**config.mk**
```make
export PLATFORM = sky130hd
export DESIGN_NAME = sar_frontend
export DESIGN_NICKNAME = d
export VERILOG_FILES = /design/src/rtl/sar_pkg.sv /design/src/rtl/sar_cmp_pipe.sv /design/src/rtl/sar_frontend.sv
export SDC_FILE = /design/constraint.sdc
export NUM_CORES = 1
export LEC_CHECK = 0
export ABC_AREA = 1
export ABC_CLOCK_PERIOD_IN_PS = 2260
export CORE_ASPECT_RATIO = 1.5
export CORE_MARGIN = 2
export CORE_UTILIZATION = 51
export DETAILED_ROUTE_END_ITERATION = 8
export PLACE_DENSITY_LB_ADDON = 0.2
export SLEW_MARGIN = 30
export SYNTH_ARGS = -nofsm -noshare
export SYNTH_HDL_FRONTEND = slang
export SYNTH_SLANG_ARGS = --single-unit
```
**constraint.sdc**
```tcl
create_clock -name clock -period 2.26 [get_ports clock]
set_input_delay 0.565 -clock clock [delete_from_list [all_inputs] [get_ports clock]]
set_output_delay 0.565 -clock clock [all_outputs]
set_load 0.01 [all_outputs]
```
**src/rtl/sar_pkg.sv**
```systemverilog
// sar_pkg: shared FSM state type and constants for the SAR front end.
package sar_pkg;
  typedef enum logic [1:0] {IDLE, HOLD, CHECK} sar_state_t;
  localparam logic [7:0] LFSR_SEED = 8'hA5;
  localparam logic [7:0] LFSR_TAPS = 8'hB8;
  localparam int CONV_W = 16;
endpackage

```
**src/rtl/sar_cmp_pipe.sv**
```systemverilog
// sar_cmp_pipe: LAT-deep valid/data shift register with synchronous flush.
module sar_cmp_pipe #(
  parameter int LAT = 1
) (
  input  logic clock,
  input  logic rst,
  input  logic flush_i,
  input  logic valid_i,
  input  logic data_i,
  output logic valid_o,
  output logic data_o
);
  logic [LAT-1:0] valid_q;
  logic [LAT-1:0] data_q;
  always_ff @(posedge clock) begin
    if (rst || flush_i) begin
      valid_q <= '0;
      data_q  <= '0;
    end else begin
      valid_q[0] <= valid_i;
      data_q[0]  <= data_i;
      for (int i = 1; i < LAT; i++) begin
        valid_q[i] <= valid_q[i-1];
        data_q[i]  <= data_q[i-1];
      end
    end
  end
  assign valid_o = valid_q[LAT-1];
  assign data_o  = data_q[LAT-1];
endmodule

```
**src/rtl/sar_frontend.sv**
```systemverilog
// sar_frontend: sample/hold plus comparator model answering SAR trials and checking results.
// Define SAR_FE_DITHER_EN for LFSR decisions at threshold and +/-1 LSB result tolerance.
module sar_frontend import sar_pkg::*; #(
  parameter int WIDTH   = 4,
  parameter int CMP_LAT = 1
) (
  input  logic              clock,
  input  logic              rst,
  input  logic [WIDTH-1:0]  sample_in,
  input  logic              start,
  input  logic [WIDTH-1:0]  dac_code,
  input  logic              trial_valid,
  input  logic [WIDTH-1:0]  result,
  input  logic              result_valid,
  output logic              busy,
  output logic [WIDTH-1:0]  held,
  output logic              cmp,
  output logic              cmp_valid,
  output logic              done,
  output logic              match,
  output logic              overrun,
  output logic [CONV_W-1:0] conv_count
);
  localparam int CW = $clog2(WIDTH + 2);
  sar_state_t state_q, state_d;
  logic [WIDTH-1:0] held_q, held_d;
  logic [CW-1:0] cnt_q, cnt_d;
  logic overrun_q, overrun_d, match_q, match_d;
  logic [CONV_W-1:0] conv_q, conv_d;
  logic trial_acc, flush, decision, tol_ok;
`ifdef SAR_FE_DITHER_EN
  logic [7:0] lfsr_q;
  logic [WIDTH:0] diff;
  always_ff @(posedge clock) lfsr_q <= rst ? LFSR_SEED : {lfsr_q[6:0], ^(lfsr_q & LFSR_TAPS)};
  // At threshold the comparator is undecided; the LFSR stands in for noise.
  assign decision = (held_q == dac_code) ? lfsr_q[0] : (held_q >= dac_code);
  assign diff = {1'b0, result} - {1'b0, held_q};
  assign tol_ok = (diff == '0) || (diff == (WIDTH+1)'(1)) || (diff == '1);
`else
  assign decision = held_q >= dac_code;
  assign tol_ok = result == held_q;
`endif
  always_comb begin
    state_d   = state_q;
    held_d    = held_q;
    cnt_d     = cnt_q;
    overrun_d = overrun_q;
    match_d   = match_q;
    conv_d    = conv_q;
    trial_acc = 1'b0;
    flush     = 1'b0;
    unique case (state_q)
      IDLE: if (start) begin
        held_d    = sample_in;
        cnt_d     = '0;
        overrun_d = 1'b0;
        state_d   = HOLD;
      end
      HOLD: if (result_valid) begin
        state_d = CHECK;
        flush   = 1'b1;
        match_d = tol_ok;
        conv_d  = conv_q + 1'b1;
      end else if (trial_valid) begin
        trial_acc = 1'b1;
        cnt_d     = (cnt_q > CW'(WIDTH)) ? cnt_q : cnt_q + 1'b1;
        overrun_d = overrun_q || (cnt_q >= CW'(WIDTH));
      end
      CHECK: begin
        state_d = IDLE;
        flush   = 1'b1;
      end
      default: state_d = IDLE;
    endcase
  end
  always_ff @(posedge clock) begin
    if (rst) begin
      state_q   <= IDLE;
      held_q    <= '0;
      cnt_q     <= '0;
      overrun_q <= 1'b0;
      match_q   <= 1'b0;
      conv_q    <= '0;
    end else begin
      state_q   <= state_d;
      held_q    <= held_d;
      cnt_q     <= cnt_d;
      overrun_q <= overrun_d;
      match_q   <= match_d;
      conv_q    <= conv_d;
    end
  end
  sar_cmp_pipe #(.LAT(CMP_LAT)) u_pipe (
    .clock   (clock),
    .rst     (rst),
    .flush_i (flush),
    .valid_i (trial_acc),
    .data_i  (decision),
    .valid_o (cmp_valid),
    .data_o  (cmp)
  );
  assign busy       = state_q != IDLE;
  assign done       = state_q == CHECK;
  assign held       = held_q;
  assign match      = match_q;
  assign overrun    = overrun_q;
  assign conv_count = conv_q;
endmodule

```
Word-level counts from Yosys, hierarchy flattened. Cells that the tools add are included.

Flip-flop bits (word level): 29. Input port bits: 17. Output and inout port bits: 26. Word-level logic and storage cells: 48.

$add $sub $neg: 2. Magnitude comparators: 3. Eq/ne operators: 8. Muxes and demuxes: 15. Bitwise gates (word level): 1. Reduce and logical (&&, ||, !) cells: 11.

Operator list (number): $add A16 B1 Y16 const B (1); $mux W3 (4); $ne A2 B2 Y1 const B (5); $pmux W3 S2 (1); $reduce_and A2 Y1 (3); $mux W1 (5); $reduce_and A5 Y1 (1); $eq A4 B4 Y1 (1); $ge A4 B4 Y1 (1); $mux W2 (2); $pmux W1 S2 (2); $pmux W2 S2 (1); $reduce_and A4 Y1 (1); $reduce_bool A2 Y1 (2); $add A3 B1 Y3 const B (1); $ge A3 B3 Y1 const B (1); $gt A3 B3 Y1 const B (1); $reduce_or A3 Y1 (1); $eq A2 B1 Y1 const B (1); $eq A2 B2 Y1 const B (1); $logic_not A2 Y1 (1); $logic_or A1 B1 Y1 (2); $not A1 Y1 (1).

Longest topological paths before layout. Gate-level depths: netlist of the first run.

Word-level depth: 5. Mapped depth: 10. Mapped depth without buffers: 10.

Modules after synthesis. From an unflattened synthesis of the first run, not the netlist that was laid out.

Cells, all modules: 230. Area total of the unflattened synthesis: 1607.8 µm².

Modules (own cells, without submodules): sar_frontend (times used 1, cells an instance 221, area each 1541.5 µm², seq. area each 540.5 µm²); sar_cmp_pipe (times used 1, cells an instance 9, area each 66.3 µm², seq. area each 40.0 µm²).

Worst setup path before layout of the first run. OpenSTA, ideal clock, no wires.

Path type: register -> register. From: register state_q[0]. To: register cnt_q[1]. Setup time: 128 ps. Arrival time: 1297 ps. Data required time: 2132 ps. Slack: 835 ps. Stages on the path, launching flop included: 9. Path buffers: 0. Period minus slack after synthesis: 1425 ps. Path through: dfxtp_1 -> inv_1 -> ha_1 -> inv_1 -> nor2_1 -> nor3_4 -> nand3_1 -> nand2_1 -> nor2_1.

Word-level cells in the longest chain between the ends: 3. Elaborated cells on any way between the ends: 9. Classes of those cells: eq/ne: 5; mux: 1; reduce/logical: 3.

Ends and longest elaborated chain: from (decl) (RTL line sar_frontend.sv:25) `sar_state_t state_q, state_d;`; from (signal assigned) (RTL line sar_frontend.sv:85) `state_q <= state_d;`; $eq A2 B1 Y1 or $logic_not A2 Y1 (tied branches) (RTL line sar_frontend.sv:52) `unique case (state_q)`; $ne A2 B2 Y1 (no source line) or $reduce_bool A2 Y1 (tied branches); $reduce_and A5 Y1 (no source line); to (signal assigned) (RTL line sar_frontend.sv:87) `cnt_q <= cnt_d;`; to (decl) (RTL line sar_frontend.sv:27) `logic [CW-1:0] cnt_q, cnt_d;`.

Several ways; a longest one is shown, not always the timed one. A chain may end at the register's enable or synchronous reset.

Worst setup path in the final report of the first run.
From: register state_q[0]. To: output port done.

Word-level cells in the longest chain between the ends: 1.

Ends and longest elaborated chain: $eq A2 B2 Y1 (RTL line sar_frontend.sv:103) `assign done = state_q == CHECK;`; to (decl) (RTL line sar_frontend.sv:19) `output logic done,`.

No other way between the ends.

==> results of run 1 <==
through the flow:
stage	instances	hold slack, ns	total power [W]	setup WS (ns)	utilization, %
after CTS	307	0.487	0.00126	0.0530	73.2
after global placement	300	0.474	0.000831	0.390	70.2
final	307	0.481	0.00125	0.268	73.2
after detailed placement	300	0.463	0.000838	0.364	70.2
after global routing	307	0.524	0.00131	0.211	73.2
after floorplan	219	0.470	0.000727	0.835	-
worst reg2reg max path, cell delays in order (launching register included):
cell     delay (ns)
dfxtp_1        0.34
inv_1          0.09
ha_1           0.28
nand2_4        0.16
o21ai_1        0.12
nor3_4         0.24
nand2_2        0.11
nand2_1        0.07
nand2_1        0.04
nor2_1         0.08
worst paths after layout:
check	start	endpoint	cells past startpoint
worst min register to register	overrun	overrun	2
worst min-delay path	overrun	overrun	2
worst max register to register	state_q[1]	cnt_q[1]	9
worst max-delay path	state_q[0]	done	3
layout make-up:
class	count	area [um^2]	area share (%)
clock buffer	7	86.3	4.05
multi-input combinational	155	853	40.0
tap	39	48.8	2.29
timing repair buffer	44	438	20.5
inverter	33	126	5.92
sequential	29	581	27.2
cell usage in the layout, fill, tap and decap left out, drive strengths merged:
master	Yosys	final
a21oi	16	16
a31oi	2	2
buf	0	2
clkbuf	2	7
clkdlybuf4s50	0	41
dfxtp	29	29
dlymetal6s2s	0	1
ha	11	11
inv	33	33
nand2	43	43
nand3	12	12
nand3b	1	1
nand4	3	3
nor2	37	37
nor3	4	4
nor3b	1	1
o211a	1	1
o211ai	1	1
o21a	3	3
o21ai	13	13
or2	2	2
xnor2	5	5
Yosys cell counts, drive strengths merged:
cell type | count | area [um^2]
or2 | 2 | 12.5
xnor2 | 5 | 43.8
nor3b | 1 | 7.51
clkbuf | 2 | 7.51
nor2 | 37 | 149
a31oi | 2 | 12.5
o21ai | 13 | 68.8
a21oi | 16 | 80.1
nand3 | 12 | 65.1
o211a | 1 | 10.0
inv | 33 | 126
o211ai | 1 | 7.51
ha | 11 | 138
o21a | 3 | 22.5
nor3 | 4 | 36.3
nand4 | 3 | 18.8
nand2 | 43 | 174
nand3b | 1 | 7.51
dfxtp | 29 | 581
flip-flops by register name (all words and copies together), names as in the netlist:
| name | cells |
|---|---|
| match | 1 |
| conv_count | 16 |
| state_q | 2 |
| held | 4 |
| overrun | 1 |
| u_pipe.data_o | 1 |
| u_pipe.valid_o | 1 |
| cnt_q | 3 |
logic make-up after synthesis:
group           Yosys count  share of synthesized area (%)
simple gates            103                           30.0
compound gates           36                           12.8
buf+inv                  35                           8.54
flops                    29                           37.0
fa+ha+maj                11                           8.78
xor+xnor                  5                           2.79
routing by layer:
metal	wire length [um]	part of all wire, %	GRT usage, %	vias up
li1	-	-	-	798
met1	1470	40	22.0	701
met2	1970	54	41.1	33
met3	145	4.0	4.53	5
met4	51	1.4	12.7	0
met5	0	0	0	-
report_power, final:
group	total (W)	switching [W]	internal (W)
Clock	0.000421	0.000180	0.000241
Combinational	0.000267	0.000138	0.000129
Sequential	0.000559	0.0000221	0.000537
==> impl_results.md, run 1 <==
* Status: finished clean
* Post-route cell area at ~2100 um^2
* Seq/Total Area, Yosys at a little under two fifths
* RSZ-0062 raised after global routing: no
* # H-tree levels at 2
* CP max FO at 4
* Slew @ Worst Pin at 0.275 ns
* Peak supply drop at between 0.0004 and 0.0005 V
* Synth cell types at 30
* PwrDens at 584 nW/um^2
* Die Wd at 49.3 um
* IO buf count at 42
* Antenna violations before repair at 0
* GR Overflow Total at 0
* Clock skew at slightly below 0.004 ns
* Setup Buffers After CTS at 0
* Layout overhead on the synthesized area at 36.1%
* Highest clock rate at between 0.5 and 0.6 GHz
* Final hold vios at 0
* Syn nets at approximately 250
* Detail Route Antenna Nets at 0
* Max incr delay on CP at between 0.4 and 0.5 ns
* Initial core utilization at a little over half
* Crit path time final at about 2 ns
* First-pass GRT wire length at 6050 um
* # hold bufs at CTS at 0
* Synthesized area per cell at 7.16 um^2
* Worst Path Required at around 1.7 ns
* Final setup TNS at 0 ns
* Die height at 71.9 um
* Clock root buffer: clkbuf_8
* Layout net count at between 200 and 300
* Synth Register Bits at 29
* Starting DRT DRC Count at 22
* Delay-heaviest family, CP: buffers and inverters
* Final wirelength at between 3000 and 4000 um
* GRT Total Usage at 22.0%
* Post-CTS sizing at 0
* Mapped cell area at roughly 1600 um^2
* Worst-Skew Late Latency at roughly 0.27 ns
* Synth Warn # at 0
* CP max stage cell: clkdlybuf4s50_1
* CTS tree: built
* Layout cells sized above 1 at 7.09%
* CTS Buffer Depth at 2
* Crit Path Category: register to output pin
* DP Area at between 2000 and 2500 um^2
* Total die area at roughly 3500 um^2
* Hold Crit Class: register to register
* Final Setup Violations at 0
* Clk sink count at 29
* Core area at 2910 um^2
* Wire per inst at around 12 um
* Critical Path AT at ~1.4 ns
* DRC at 0
* Crit path cell chain: inv_1 > ha_1 > clkdlybuf4s50_1
* Max-cap check violation count at 0
* Relative slew slack at ~80%
* Largest net degree at the start of global routing at 19
* Ant diodes at 0
* Crit share post-route at around nine tenths
* Clock transition at path regs at around 0.06 ns
* Worst reg-to-reg setup slack at 0.67 ns
* Via Count at around 1500
* Synth Instances at 219
* Lkg Pwr at roughly 0.91 nW
* DP HPWL at ~2700 um
* Via count of the first global-routing pass at between 1000 and 1500
* Worst Path Buf+Inv at 2
* Site Rows at 24
* TritonCTS Buffers at 5
* 1st-pass router iterations at 4
* Fillers at between 200 and 300
* Crit path launch type: register
* Via/cell ratio at approximately 5.0
* Ports at 43
* Critical Path Sink Type: output pin
* Routability Congestion at roughly 0.83
* Max-slew violations at 0
No activity file was read; power rests on OpenSTA's default activity.
==> run 2, diff against run 1 <==
--- a/config.mk
+++ b/config.mk
@@ -8,8 +8,8 @@
 export ABC_AREA = 1
 export ABC_CLOCK_PERIOD_IN_PS = 2260
 export CORE_ASPECT_RATIO = 1.5
-export CORE_MARGIN = 2
 export CORE_UTILIZATION = 51
+export CTS_CLUSTER_SIZE = 25
 export DETAILED_ROUTE_END_ITERATION = 8
 export PLACE_DENSITY_LB_ADDON = 0.2
 export SLEW_MARGIN = 30
==> run 2 against run 1 <==
- wire length fell by 5.2%
- via count down 0.13%
- first-iteration DRC count is 41% higher
- sequential power is essentially flat
- critical path depth is the same
- maximum frequency grew 1.0%
==> impl_results.md, run 2 (synthesized netlist as in run 1, its figures left out) <==
* Status: finished clean
* GRT Total Usage at a little under a quarter
* Setup ws final at ~0.29 ns
* Post-route cell area at 2130 um^2
* Starting DRT DRC Count at 31
* Comb pwr share at 21.4%
* Highest clock rate at roughly 0.51 GHz
* First-pass GRT wire length at between 5000 and 6000 um
* Hold Crit Class: register to register
* IO buf count at 42
* Ant diodes at 0
* Wire per inst at roughly 11 um
* Layout cells sized above 1 at 7.09%
* Max-slew violations at 0
* Critical Path Sink Type: output pin
* Total die area at 3300 um^2
* # H-tree levels at 2
* Slew @ Worst Pin at 0.288 ns
* Initial core utilization at 53.8%
* RSZ-0062 raised after global routing: no
* Final hold vios at 0
* Final setup TNS at 0 ns
* 1st-pass router iterations at 4
* DP Area at slightly above 2000 um^2
* Via/cell ratio at roughly 5
* DP HPWL at 2630 um
* Die height at 69.9 um
* Clock skew at 0.00623 ns
* Commonest non-fill, non-tap cell in the layout: clkdlybuf4s50_1
* Critical Path AT at approximately 1.4 ns
* P_int at between 0.0009 and 0.001 W
* Clk sink count at 29
* Clock root buffer: clkbuf_8
* Crit path launch type: register
* CTS Buffer Depth at 2
* Layout net count at just under 300
* Multi-input logic area at roughly 850 um^2
* Routability Congestion at between 0.8 and 0.9
* TritonCTS Buffers at 5
* Via Count at between 1500 and 2000
* Via count of the first global-routing pass at around 1400
* Crit Path Category: register to output pin
* Largest net degree at the start of global routing at 19
* Setup Buffers After CTS at 0
* GR Overflow Total at 0
* Sw Share at 26.6%
* CP max FO at 4
* Fillers at 249
* Clock Power Share at around a third
* Reg power frac at 45.2%
* Worst-Skew Late Latency at between 0.2 and 0.3 ns
* Register area at around 580 um^2
* Final Setup Violations at 0
* Ports at 43
* Clock transition at path regs at approximately 0.060 ns
* DRC at 0
* Switch Pwr at 0.000329 W
* Final wirelength at roughly 3500 um
* Worst Path Required at 1.69 ns
* Layout overhead on the synthesized area at 36.1%
* Peak supply drop at ~0.00046 V
* Crit share post-route at ~87%
* Core area at 2910 um^2
* Site Rows at 24
* Relative slew slack at approximately four fifths
* PwrDens at between 500 and 600 nW/um^2
* Die Wd at roughly 47 um
* Max-cap check violation count at 0
* CTS tree: built
* Most frequent cells in the layout: 41 x clkdlybuf4s50_1, 40 x nand2_1, 35 x nor2_1
* Max reg flops at 16
* Lkg Pwr at between 0.9 and 1 nW
* Crit path time final at 1.97 ns
* Dpl ws at 0.363 ns
* Detail Route Antenna Nets at 0
* Antenna violations before repair at 0
-- run 2: critical path, stage by stage (launching register included) --
cell and delay [ns]:
dfxtp_1 0.37, inv_1 0.08, ha_1 0.21, clkdlybuf4s50_1 0.48
-- run 2: final timing paths --
check,cells after the start,slack [ns],end,from
hold / removal,2,0.50,overrun,overrun
setup / recovery,3,0.29,done,state_q[0]
hold reg to reg,2,0.50,overrun,overrun
setup reg to reg,7,0.66,conv_count[7],state_q[1]
-- run 2: cell type report --
class / count / share of cell area [%]
Clock buffer: 7 / 4.05
Inverter: 33 / 5.92
Multi-Input combinational cell: 155 / 40.0
Sequential cell: 29 / 27.2
Tap cell: 39 / 2.29
Timing Repair Buffer: 44 / 20.5
-- run 2: power groups by stage --
stage                     combinational [W]  clock (W)  sequential, W
after global routing               0.000299   0.000450       0.000562
after global placement             0.000261          0       0.000569
final                              0.000264   0.000413       0.000559
after detailed placement           0.000265          0       0.000570
after CTS                          0.000267   0.000425       0.000559
after floorplan                    0.000153          0       0.000574
-- run 2: metrics by stage --
step	power (W)	hold slack, ns	utilization (%)	cells
floorplan	0.000727	0.470	-	219
global placement	0.000831	0.466	70.2	300
detailed placement	0.000835	0.482	70.2	300
CTS	0.00125	0.502	73.2	307
global route	0.00131	0.532	73.2	307
finish	0.00124	0.500	73.2	307
-- run 2: timing repair --
item                       CTS  global route
hold buffers                 0             0
setup endpoints to repair    0             1
resized for setup            0             1
-- run 2: routing by layer --
metal  vias up  global-route usage, %  share of wire (%)
met5         -                      0                  0
met4         0                   10.8                2.0
met1       696                   25.9                 42
li1        796                      -                  -
met3         7                   6.72                3.6
met2        36                   38.7                 53
==> run 3, diff against run 2 <==
--- a/config.mk
+++ b/config.mk
@@ -12,7 +12,7 @@
 export CTS_CLUSTER_SIZE = 25
 export DETAILED_ROUTE_END_ITERATION = 8
 export PLACE_DENSITY_LB_ADDON = 0.2
-export SLEW_MARGIN = 30
 export SYNTH_ARGS = -nofsm -noshare
 export SYNTH_HDL_FRONTEND = slang
 export SYNTH_SLANG_ARGS = --single-unit
+export TNS_END_PERCENT = 5
==> results of run 3 <==
The final DEF is identical to that of run 2; final timing and power are the same.
